## config.mk

```make
export PLATFORM = sky130hd
export DESIGN_NAME = sevenseg_scan_flat
export DESIGN_NICKNAME = d
export VERILOG_FILES = /design/src/rtl/sevenseg_scan_pkg.sv /design/src/rtl/sevenseg_scan_if.sv /design/src/rtl/sevenseg.sv /design/src/rtl/sevenseg_scan.sv /design/src/flat_wrapper.sv
export SDC_FILE = /design/constraint.sdc
export NUM_CORES = 1
export LEC_CHECK = 0
export CORE_AREA = 2 2 83 105
export DETAILED_ROUTE_END_ITERATION = 10
export DIE_AREA = 0 0 85 107
export SYNTH_ARGS = -nofsm -noshare
export SYNTH_HDL_FRONTEND = slang
export SYNTH_HIERARCHICAL = 1
export SYNTH_SLANG_ARGS = --single-unit
```

## constraint.sdc

```tcl
create_clock -name clk -period 4 [get_ports clk]
set_input_delay 1.2 -clock clk [delete_from_list [all_inputs] [get_ports clk]]
set_output_delay 1.2 -clock clk [all_outputs]
set_load 0.02 [all_outputs]
```

## src/rtl/sevenseg_scan_pkg.sv

```systemverilog
// Shared types and constants for the seven-segment scan controller.
// The package is named sevenseg_pkg because the decoder and the scanner both use it.
package sevenseg_pkg;

  typedef enum logic {
    S_BLANK   = 1'b0,
    S_DISPLAY = 1'b1
  } scan_state_t;

  localparam logic [6:0] SEG_BLANK = 7'h7F;
  localparam logic [3:0] BCD_BLANK = 4'hF;

  // The dwell counter must hold the larger of the two dwell lengths.
  function automatic int cnt_width(input int refresh_div, input int blank_cycles);
    int m;
    m = (refresh_div > blank_cycles) ? refresh_div : blank_cycles;
    return $clog2(m + 1);
  endfunction

endpackage

```

## src/rtl/sevenseg_scan_if.sv

```systemverilog
// Datapath-side and pin-side signals of the scan controller.
// The master side loads values; the slave side is the scanner itself.
interface sevenseg_scan_if #(
  parameter int NDIGITS = 4
) ();

  logic                   load;
  logic [4*NDIGITS-1:0]   digits_in;
  logic [6:0]             segments;
  logic [NDIGITS-1:0]     anodes;
  logic                   pending;
  logic                   frame_start;

  modport master (
    output load, digits_in,
    input  segments, anodes, pending, frame_start
  );

  modport slave (
    input  load, digits_in,
    output segments, anodes, pending, frame_start
  );

endinterface

```

## src/rtl/sevenseg.sv

```systemverilog
// BCD to common-anode seven-segment decoder (active-low, bit 6 = g .. bit 0 = a).
// Codes 10..15 produce a dark digit.
module sevenseg
  import sevenseg_pkg::*;
(
  input  logic [3:0] bcd,
  output logic [6:0] seg
);

  always_comb begin
    seg = SEG_BLANK;
    case (bcd)
      4'd0:    seg = 7'h40;
      4'd1:    seg = 7'h79;
      4'd2:    seg = 7'h24;
      4'd3:    seg = 7'h30;
      4'd4:    seg = 7'h19;
      4'd5:    seg = 7'h12;
      4'd6:    seg = 7'h02;
      4'd7:    seg = 7'h78;
      4'd8:    seg = 7'h00;
      4'd9:    seg = 7'h10;
      default: seg = SEG_BLANK;
    endcase
  end

endmodule

```

## src/rtl/sevenseg_scan.sv

```systemverilog
// Time-multiplexed scan of NDIGITS common-anode digits with dead time between digits.
// Loaded values wait in a pending buffer and are swapped in only at the start of a frame.
module sevenseg_scan
  import sevenseg_pkg::*;
#(
  parameter int NDIGITS      = 4,
  parameter int REFRESH_DIV  = 50000,
  parameter int BLANK_CYCLES = 500,
  parameter int BLANK_LZ     = 1
) (
  input  logic           clk,
  input  logic           reset,
  sevenseg_scan_if.slave bus
);

  localparam int CW = cnt_width(REFRESH_DIV, BLANK_CYCLES);
  localparam int IW = (NDIGITS > 1) ? $clog2(NDIGITS) : 1;

  typedef logic [NDIGITS-1:0][3:0] bcd_vec_t;

  scan_state_t         state_q, state_d;
  logic [CW-1:0]       cnt_q, cnt_d;
  logic [IW-1:0]       idx_q, idx_d;
  bcd_vec_t            active_q, active_d;
  bcd_vec_t            pend_q, pend_d;
  logic                pending_q, pending_d;
  logic [NDIGITS-1:0]  anodes_q, anodes_d;
  logic [6:0]          segments_q, segments_d;
  logic                frame_start_q, frame_start_d;
  logic                swap;
  logic [NDIGITS-1:0]  lz_blank;
  logic                lz_seen;
  logic [3:0]          dec_in;
  logic [6:0]          dec_out;

  always_comb begin
    state_d       = state_q;
    cnt_d         = cnt_q;
    idx_d         = idx_q;
    active_d      = active_q;
    pend_d        = pend_q;
    pending_d     = pending_q;
    swap          = 1'b0;
    case (state_q)
      S_BLANK: begin
        if (cnt_q == CW'(BLANK_CYCLES - 1)) begin
          state_d = S_DISPLAY;
          cnt_d   = '0;
          swap    = (idx_q == '0);
        end else begin
          cnt_d = cnt_q + 1'b1;
        end
      end
      S_DISPLAY: begin
        if (cnt_q == CW'(REFRESH_DIV - 1)) begin
          state_d = S_BLANK;
          cnt_d   = '0;
          idx_d   = (idx_q == IW'(NDIGITS - 1)) ? '0 : idx_q + 1'b1;
        end else begin
          cnt_d = cnt_q + 1'b1;
        end
      end
      default: state_d = S_BLANK;
    endcase

    if (swap && pending_q) begin
      active_d  = pend_q;
      pending_d = 1'b0;
    end
    // A load on the swap edge lands behind the swap and waits for the next frame.
    if (bus.load) begin
      pend_d    = bcd_vec_t'(bus.digits_in);
      pending_d = 1'b1;
    end

    frame_start_d = swap;
    anodes_d      = '1;
    if (state_d == S_DISPLAY) anodes_d[idx_d] = 1'b0;
  end

  // Digits above the highest nonzero digit are dark; digit 0 always shows.
  always_comb begin
    lz_blank = '0;
    lz_seen  = 1'b0;
    for (int i = NDIGITS - 1; i >= 1; i--) begin
      if (active_d[i] != 4'h0) lz_seen = 1'b1;
      lz_blank[i] = !lz_seen;
    end
  end

  always_comb begin
    dec_in = BCD_BLANK;
    if ((state_d == S_DISPLAY) && !((BLANK_LZ != 0) && lz_blank[idx_d]))
      dec_in = active_d[idx_d];
  end

  sevenseg u_dec (
    .bcd (dec_in),
    .seg (dec_out)
  );

  assign segments_d = dec_out;

  always_ff @(posedge clk or posedge reset) begin
    if (reset) begin
      state_q       <= S_BLANK;
      cnt_q         <= '0;
      idx_q         <= '0;
      active_q      <= bcd_vec_t'({NDIGITS{BCD_BLANK}});
      pend_q        <= bcd_vec_t'({NDIGITS{BCD_BLANK}});
      pending_q     <= 1'b0;
      anodes_q      <= '1;
      segments_q    <= SEG_BLANK;
      frame_start_q <= 1'b0;
    end else begin
      state_q       <= state_d;
      cnt_q         <= cnt_d;
      idx_q         <= idx_d;
      active_q      <= active_d;
      pend_q        <= pend_d;
      pending_q     <= pending_d;
      anodes_q      <= anodes_d;
      segments_q    <= segments_d;
      frame_start_q <= frame_start_d;
    end
  end

  assign bus.segments    = segments_q;
  assign bus.anodes      = anodes_q;
  assign bus.pending     = pending_q;
  assign bus.frame_start = frame_start_q;

endmodule

```

## src/flat_wrapper.sv

```systemverilog
// flat-port wrapper written by rule: the top's interface ports become plain ports
module sevenseg_scan_flat import sevenseg_pkg::*;
#(
  parameter int NDIGITS      = 4,
  parameter int REFRESH_DIV  = 50000,
  parameter int BLANK_CYCLES = 500,
  parameter int BLANK_LZ     = 1
)
  (clk, reset, bus_load, bus_digits_in, bus_segments, bus_anodes, bus_pending, bus_frame_start);
  sevenseg_scan_if #(.NDIGITS(NDIGITS)) bus_i ();
  input  logic clk;
  input  logic reset;
  input wire logic [$bits(bus_i.load)-1:0] bus_load;
  input wire logic [$bits(bus_i.digits_in)-1:0] bus_digits_in;
  output wire logic [$bits(bus_i.segments)-1:0] bus_segments;
  output wire logic [$bits(bus_i.anodes)-1:0] bus_anodes;
  output wire logic [$bits(bus_i.pending)-1:0] bus_pending;
  output wire logic [$bits(bus_i.frame_start)-1:0] bus_frame_start;
  assign bus_i.load = bus_load;
  assign bus_i.digits_in = bus_digits_in;
  assign bus_segments = bus_i.segments;
  assign bus_anodes = bus_i.anodes;
  assign bus_pending = bus_i.pending;
  assign bus_frame_start = bus_i.frame_start;
  sevenseg_scan #(.NDIGITS(NDIGITS), .REFRESH_DIV(REFRESH_DIV), .BLANK_CYCLES(BLANK_CYCLES), .BLANK_LZ(BLANK_LZ)) u_core (.clk(clk), .reset(reset), .bus(bus_i));
endmodule
```

; ---- Word-level counts from Yosys, hierarchy flattened
; Memory sizes are Yosys's and may differ from the RTL's. A register that Yosys moved wholly into a read port is not among the register bits.
; Index checks and enable logic that the tools add are counted.
; W data, S select, Z words.
[totals]
latch_bits = 0
word_cells = 61
mem_bits_rw = 0
n_memories = 1
register_bits = 57
rom_bits = 112
inputBits = 19
[memory_table]
columns = memory, depth, word_bits, read_ports, rd_ports_with_merged_regs, write_ports, line_no
row1 = (name not given), 16, 7, 1, 1, 0, sevenseg.sv:12  ; case (bcd)
[op_classes]
add_sub_neg = 2
n_mux = 25
eq_ne = 3
magnitude_cmp = 2
multipliers = 0
shift = 0
bitwise_logic = 2
n_reduce_logical = 12
div = 0
[op_table]
columns = cell, n
row1 = $mux W16, 3
row2 = $pmux W16 S2, 1
row3 = $add A16 B1 Y16 const B, 1
row4 = $eq A16 B16 Y1 const B, 1
row5 = $eq A16 B9 Y1 const B, 1
row6 = $mux W4, 3
row7 = $reduce_bool A4 Y1, 3
row8 = $mux W1, 11
row9 = $bmux W4 S2, 1
row10 = $mux W2, 3
row11 = $logic_not A1 Y1, 4
row12 = $not A4 Y4, 1
row13 = $logic_and A1 B1 Y1, 3
row14 = $lt A2 B3 Y1 const B, 1
row15 = $add A2 B1 Y2 const B, 1
row16 = $bmux W1 S2, 1
row17 = $demux W1 S2, 1
row18 = $eq A2 B2 Y1 const B, 1
row19 = $ge A2 B1 Y1 const B, 1
row20 = $logic_not A2 Y1, 1
row21 = $pmux W1 S2, 1
row22 = $reduce_bool A2 Y1, 1
row23 = $not A1 Y1, 1

; ---- Longest topological paths before layout
; Gate-level depths: netlist (run 1).
[logic_depth]
depth_word = 15
ltp_mapped = 15
depth_no_buf = 13

; ---- Cells and area by module
; Netlist (run 1), hierarchy kept.
[by_module_without_submodules]
columns = mod, area_each_um2, seq_area_each_um2, cells_per_inst, n_inst
row1 = sevenseg_scan, 2890.3, 1655.3, 229, 1
row2 = sevenseg, 210.2, 0.0, 33, 1

; ---- Worst setup path before layout (run 1)
; No wires, ideal clock.
[synth_timing]
kind = register -> register
startpoint = reg u_core.cnt_q[0]
endpoint = reg u_core.segments_q[3] (netlist: u_core/bus.segments[3])
t_arrival_ns = 2.737
path_stages_with_launch = 15
path_buffers = 2
path_slack_ns = 1.176
synth_period_minus_slack_ns = 2.824
path_cell_list = dfrtp_1 > ha_1 > nor4b_1 > nand4_1 > nor2_1 > buf_4 > buf_8 > mux2_1 > mux2i_1 > nand2_1 > a21o_1 > ha_1 > or2_1 > a21oi_2 > a31oi_1
[synth_lines]
columns = item, line_no
row1 = start: declaration, sevenseg_scan.sv:22  ; logic [CW-1:0] cnt_q, cnt_d;
row2 = start signal: assignment, sevenseg_scan.sv:117  ; cnt_q <= cnt_d;
row3 = end: declaration, sevenseg_scan.sv:28  ; logic [6:0] segments_q, segments_d;

==> results_dict.tcl, run 1 <==
set metrics [dict create \
    status "complete, no violations" \
    hold_violations 0 \
    crit_required_ns 4.25 \
    core_um2 8102 \
    use_met3_pct 3.695 \
    cts_resized 0 \
    grt_antenna_before_repair 0 \
    crit_type "reg2reg" \
    cts-buffers-inserted 9 \
    initial_utilization_pct 38.27 \
    die_area_um2 9095 \
    worst_clock_skew_ns 0.008097 \
    crit_start "u_core/cnt_q[0]" \
    nNetsFinal 326 \
    clock-sinks 64 \
    slowest_delay_ns 0.39 \
    drc 0 \
    crit_fanout 20 \
    wl_per_cell_um 14.67 \
    worstReg2RegEnd "u_core/bus.segments[3]" \
    die_h_um 107 \
    area_growth_pct 19.29 \
    grtUsageMet1_pct 16.61 \
    grt_pass1_vias 2127 \
    grt_pass1_wl_mm 10.26 \
    max_slew_margin_pct 50.74 \
    period_minus_slack_ns 3.132 \
    synth.net_count 289 \
    crit_family "simple AND/OR/NAND/NOR gates" \
    max-cap-violations 0 \
    grt.total_usage_pct 14.43 \
    fin_total_pwr_w 0.001287 \
    viasPerCell 5.082 \
    dpl.hpwl_mm 4.224 \
    drtPass1Iterations 4 \
    cts_tree "yes" \
    h-tree-depth 3 \
    cts_root_buf "clkbuf_8" \
    start_kind "flip-flop" \
    ir_drop_mv 0.2174 \
    fmax_mhz 319.3 \
    clkTransAtPathRegs_ns 0.07 \
    postCtsSetupRepairBufs 0 \
    holdCritStartpoint "u_core/cnt_q[0]" \
    yosys_register_bits 64 \
    endpoint_kind "flip-flop" \
    setup_viol 0 \
    clock_path_buffers 2 \
    drt_iter0_markers 65 \
    rows 37 \
    via_count 2038 \
    synth.distinct_cells 45 \
    n_antenna_cell 0 \
    ant_nets 0 \
    synth.cell_area_um2 3100 \
    busiest_layer "met2" \
    fin_setup_tns_ns 0 \
    use_met2_pct 24.44 \
    reg2regPathDepth 14 \
    rrSetupSlack_ns 0.87 \
    fin_area_um2 3699 \
    fin_cells 401 \
    cp_num_buf_inv 2 \
    pin_count 32 \
    critical_path.slowest_cell "mux2_2" \
    grt_overflow 0 \
    worstPathArrival_ns 3.38 \
    finalWirelength_mm 5.883 \
    reg2reg_from "u_core/cnt_q[0]" \
    p_per_area_nw_per_um2 347.9 \
    worstPathCellList "ha_1 -> nor4b_1 -> nand4_1 -> nor2_1 -> buf_4 -> mux2_2 -> nor2_1 -> o21ai_0 -> a21o_1 -> inv_1 -> ha_1 -> or2_1 -> a21oi_2 -> a31oi_1" \
    grt_max_degree 33 \
    grt_setup_unrepaired "false" \
    yosys_warnings 6 \
    worstSetupEndpoint "u_core/bus.segments[3]" \
    portBuffers 31 \
    drv_slew 0 \
    gp_congestion 0.8606 \
    dp_cells 385 \
    hp-class "reg2reg" \
    insertion_delay_ns 0.33 \
    min_period_over_period_pct 78.29 \
    worst_slew_pin_slew_ns 0.7367 \
    drive_gt1_share_pct 34.21 \
    leakage_nw 1.561 \
    placed_area_um2 3497 \
    synthCells 262 \
    cp.depth 14 \
    hold_buffers 0 \
    avgSynthCellArea_um2 11.83 \
    die_x_um 85 \
    ys_seq_area_share_pct 53.39 \
]
-- final cells by class --
| class | instances | area [µm²] |
|---|---|---|
| Tap cell | 97 | 121.4 |
| Clock inverter | 3 | 21.27 |
| Sequential cell | 64 | 1655 |
| Multi-Input combinational cell | 178 | 1336 |
| Clock buffer | 13 | 180.2 |
| Inverter | 11 | 43.79 |
| Fill cell | 763 | 4403 |
| Timing Repair Buffer | 35 | 340.3 |
-- registers in the layout, indices dropped and copies added, names as in the netlist --
register,flops
u_core/idx_q,2
u_core/bus.frame_start,1
u_core/bus.segments,7
u_core/bus.anodes,4
u_core/state_q,1
u_core/pend_q,16
u_core/cnt_q,16
u_core/active_q,16
u_core/bus.pending,1
-- synthesized netlist by cell type --
| library cell | number | share of area (%) |
|---|---|---|
| a21boi_4 | 1 | 0.61 |
| a21o_1 | 4 | 0.97 |
| a21oi_1 | 2 | 0.32 |
| a21oi_2 | 1 | 0.28 |
| a31oi_1 | 1 | 0.20 |
| and3_1 | 5 | 1.0 |
| and4_1 | 1 | 0.28 |
| buf_1 | 1 | 0.12 |
| buf_2 | 1 | 0.16 |
| buf_4 | 1 | 0.24 |
| buf_6 | 2 | 0.73 |
| buf_8 | 1 | 0.48 |
| clkbuf_1 | 3 | 0.36 |
| dfrtp_1 | 21 | 17 |
| dfstp_2 | 43 | 36 |
| ha_1 | 8 | 3.2 |
| inv_1 | 10 | 1.2 |
| inv_4 | 1 | 0.20 |
| mux2_1 | 3 | 1.1 |
| mux2_2 | 28 | 10 |
| mux2_4 | 3 | 1.5 |
| mux2i_1 | 2 | 0.65 |
| mux2i_2 | 1 | 0.44 |
| mux2i_4 | 1 | 0.73 |
| nand2_1 | 10 | 1.2 |
| nand2b_1 | 7 | 1.4 |
| nand3_1 | 13 | 2.1 |
| nand3b_1 | 1 | 0.24 |
| nand4_1 | 4 | 0.81 |
| nand4_2 | 1 | 0.40 |
| nand4b_1 | 1 | 0.28 |
| nor2_1 | 34 | 4.1 |
| nor3_1 | 1 | 0.16 |
| nor3_2 | 1 | 0.32 |
| nor3b_2 | 1 | 0.40 |
| nor4_1 | 8 | 1.6 |
| nor4_4 | 1 | 0.69 |
| nor4b_1 | 3 | 0.85 |
| o211ai_2 | 1 | 0.40 |
| o21ai_0 | 13 | 2.1 |
| o21ai_1 | 1 | 0.16 |
| or2_1 | 1 | 0.20 |
| or2b_1 | 1 | 0.24 |
| xnor2_1 | 7 | 2.0 |
| xor2_1 | 7 | 2.0 |
-- power breakdown --
group	internal, W	leakage (nW)	switching [W]
sequential	0.000677	0.723	0.0000116
clock	0.000297	0.0973	0.000246
combinational	0.0000320	0.741	0.0000222
total	0.00101	1.56	0.000280
-- metal layers --
layer | share of wire (%) | up-vias | wire length [µm]
met1 | 43 | 1008 | 2518
met2 | 53 | 40 | 3090
li1 | - | 980 | -
met3 | 2.8 | 10 | 162
met4 | 1.9 | 0 | 111
met5 | 0 | - | 0
-- how the worst min path moves through the flow --
stage / to / cells past startpoint / slack (ns)
detailed placement: u_core/cnt_q[0] / 1 / 0.46
floorplan: u_core/cnt_q[0] / 1 / 0.43
CTS: u_core/cnt_q[0] / 1 / 0.47
finish: u_core/cnt_q[0] / 1 / 0.46
global route: u_core/cnt_q[0] / 1 / 0.48
global placement: u_core/cnt_q[0] / 1 / 0.45
-- cell families (layout without fill, tap and decap cells) --
kind of cell	Yosys count	after routing	synth area share [%]
and+or+nand+nor	94	94	16.34
adders and majority gates	8	8	3.229
muxes	38	38	14.53
AOI/OAI and AO/OA	24	24	5.044
xor gates and xnor gates	14	14	3.955
buffers and inverters	20	62	3.511
DFF	64	64	53.39
-- metrics by stage --
| step | setup slack (ns) | hold slack (ns) | utilization (%) |
|---|---|---|---|
| 6_report | 0.8683 | 0.4647 | 45.65 |
| 3_5_place_dp | 0.8865 | 0.4588 | 43.17 |
| 2_1_floorplan | 1.176 | 0.4329 | - |
| 5_1_grt | 0.5644 | 0.4801 | 45.65 |
| 4_1_cts | 0.8550 | 0.4657 | 45.65 |
| 3_3_place_gp | 0.9289 | 0.4455 | 43.17 |
-- layout by cell type (no fill, tap or decap), types with 5 or more instances in the layout --
cell type	Yosys	final
dfrtp_1	21	21
and3_1	5	5
nand2_1	10	10
mux2_2	28	28
ha_1	8	8
nor4_1	8	8
xor2_1	7	7
inv_1	10	9
nand2b_1	7	7
clkbuf_8	0	11
clkdlybuf4s50_1	0	31
nor2_1	34	34
o21ai_0	13	13
xnor2_1	7	7
dfstp_2	43	43
nand3_1	13	13
(Power assumes the default switching activity.)
==> run 2: changes to the inputs <==
Clock period 4 ns to 3.2 ns, I/O delays scaled along.
==> run 2 against run 1 <==
  * Clock-buffer cell count down 3
  * Sequential cell count unchanged
  * Combinational power up 28%
  * Cell area up 2.5%
  * Clock skew about the same
  * Sequential share of layout area down 1.1 points
  * Setup slack worse by 0.72 ns
  * Critical path depth down 1
  * Hold slack better by 0.0087 ns
  * Final cell count up 1.7%
==> results_dict.tcl, run 2 (synthesis results as in run 1) <==
set metrics [dict create \
    start_kind "flip-flop" \
    top_regs "u_core/active_q (16), u_core/cnt_q (16), u_core/pend_q (16)" \
    max-cap-violations 0 \
    ir_drop_mv 0.2398 \
    hold_buffers 0 \
    worstPathCellList "ha_1 -> nor4b_1 -> nand4_1 -> nor2_2 -> buf_12 -> mux2_2 -> nand3_1 -> o211ai_2 -> a21o_1 -> ha_1 -> or2_1 -> a21oi_2 -> a31oi_1" \
    cts-buffers-inserted 9 \
    fin_setup_tns_ns 0 \
    die_area_um2 9095 \
    gp_congestion 0.8581 \
    pwr-share-clk_pct 43.8 \
    leakage_nw 1.614 \
    cts_root_buf "clkbuf_8" \
    ant_nets 0 \
    drt_iter0_markers 56 \
    finalWirelength_mm 5.733 \
    switching_share_pct 21.84 \
    via_count 2059 \
    cp_common_cell "ha_1" \
    grt_pass1_vias 2143 \
    status "complete, no violations" \
    drive_gt1_share_pct 36.33 \
    cts_tree "yes" \
    power_switching_w 0.0003621 \
    min_period_over_period_pct 95.45 \
    critical_path.slowest_cell "dfrtp_1" \
    setup_viol 0 \
    die_x_um 85 \
    area_growth_pct 22.32 \
    insertion_delay_ns 0.34 \
    period_minus_slack_ns 3.055 \
    grt_max_degree 31 \
    final_cell_mix "dfstp_2 (43), nor2_1 (33), clkdlybuf4s50_1 (31), mux2_2 (28), dfrtp_1 (21)" \
    wl_per_cell_um 14.05 \
    drtPass1Iterations 4 \
    crit_required_ns 3.45 \
    hp-class "reg2reg" \
    whs_ns 0.4734 \
    fmax_mhz 327.4 \
    grt_pass1_wl_mm 10.13 \
    h-tree-depth 3 \
    slowest_delay_ns 0.38 \
    initial_utilization_pct 38.27 \
    worst_slew_pin_slew_ns 0.7518 \
    worst_clock_skew_ns 0.007935 \
    clkTransAtPathRegs_ns 0.07 \
    fill_cells 745 \
    rows 37 \
    crit_type "reg2reg" \
    nNetsFinal 333 \
    viasPerCell 5.047 \
    placed_area_um2 3560 \
    grt.total_usage_pct 14.28 \
    crit_fanout 20 \
    min_path_cells 1 \
    core_um2 8102 \
    pin_count 32 \
    portBuffers 31 \
    p_comb_share_pct 4.2 \
    max_slew_margin_pct 49.72 \
    fin_area_um2 3792 \
    grt_overflow 0 \
    clock_path_buffers 2 \
    power.share.sequential_pct 52.0 \
    p_per_area_nw_per_um2 437.2 \
    utilization_pct 46.81 \
    die_h_um 107 \
    worstPathArrival_ns 3.31 \
    layout_commonest_cell "dfstp_2" \
    dpl.hpwl_mm 4.248 \
    hold_violations 0 \
    reg2regPathDepth 13 \
    intPower_w 0.001296 \
    grt_antenna_before_repair 0 \
    endpoint_kind "flip-flop" \
    drc 0 \
    clock-sinks 64 \
    drv_slew 0 \
    n_antenna_cell 0 \
]
==> run 2: changes by cell type in the layout (fill, tap and decap cells not counted), sizes merged <==
cell,delta
buf,+7
bufinv,+1
clkbuf,-3
clkinv,+5
clkinvlp,-2
inv,-1
==> run 2: stage by stage <==
step	cells	setup slack [ns]	power [W]
5_1_grt	408	-0.0006930	0.001735
4_1_cts	406	0.1219	0.001689
3_5_place_dp	390	0.1533	0.0009471
3_3_place_gp	390	0.2175	0.0009456
2_1_floorplan	262	0.3760	0.0009067
6_report	408	0.1455	0.001658
==> run 2: worst paths after layout <==
path                                          end             from  slack, ns
setup / recovery           u_core/bus.segments[3]  u_core/cnt_q[0]       0.15
hold / removal                    u_core/cnt_q[0]  u_core/cnt_q[0]       0.47
setup reg to reg           u_core/bus.segments[3]  u_core/cnt_q[0]       0.15
hold reg to reg                   u_core/cnt_q[0]  u_core/cnt_q[0]       0.47
max in group asynchronous      u_core/active_q[9]            reset       1.62
min in group asynchronous       u_core/pend_q[15]            reset       1.24
==> run 2: critical path, delay by kind of cell (launching register included) <==
family	cells	cell delay, ns
AND/OR/NAND/NOR	5	1.00
AO/OA/AOI/OAI	4	0.58
adder cells (fa/ha/maj)	2	0.45
flip-flops	1	0.38
multiplexers	1	0.36
buffers and inverters	1	0.18
==> run 2: per-layer routing <==
layer | share of wire (%) | track usage, %
met1 | 41 | 16.84
met2 | 53 | 24.05
met3 | 2.8 | 2.617
met4 | 3.2 | 8.390
met5 | 0 | 0
==> run 2: layout make-up <==
type	instances	area (µm²)	share of cell area, %
flip-flops and latches	64	1655	43.65
clock inverters	6	66.31	1.749
well taps	97	121.4	3.200
multi-input cells	178	1339	35.30
clock buffers	10	148.9	3.926
inverters	11	43.79	1.155
repair buffers	42	417.9	11.02
==> run 2: what timing repair did <==
action | CTS | global route
resized for setup | 0 | 1
setup buffers | 0 | 2
setup endpoints to repair | 0 | 3
==> run 2: power by group through the flow <==
| stage | sequential, W | clock (W) | combinational, W |
|---|---|---|---|
| 2_1_floorplan | 0.000868 | 0 | 0.0000383 |
| 3_3_place_gp | 0.000875 | 0 | 0.0000702 |
| 3_5_place_dp | 0.000875 | 0 | 0.0000720 |
| 4_1_cts | 0.000862 | 0.000755 | 0.0000720 |
| 5_1_grt | 0.000865 | 0.000792 | 0.0000779 |
| 6_report | 0.000862 | 0.000727 | 0.0000694 |
==> run 3: changes to the inputs <==
Settings changed: SKIP_LAST_GASP from default to 1.
==> results of run 3 <==
Final layout, timing and power as in run 2 (identical DEF).
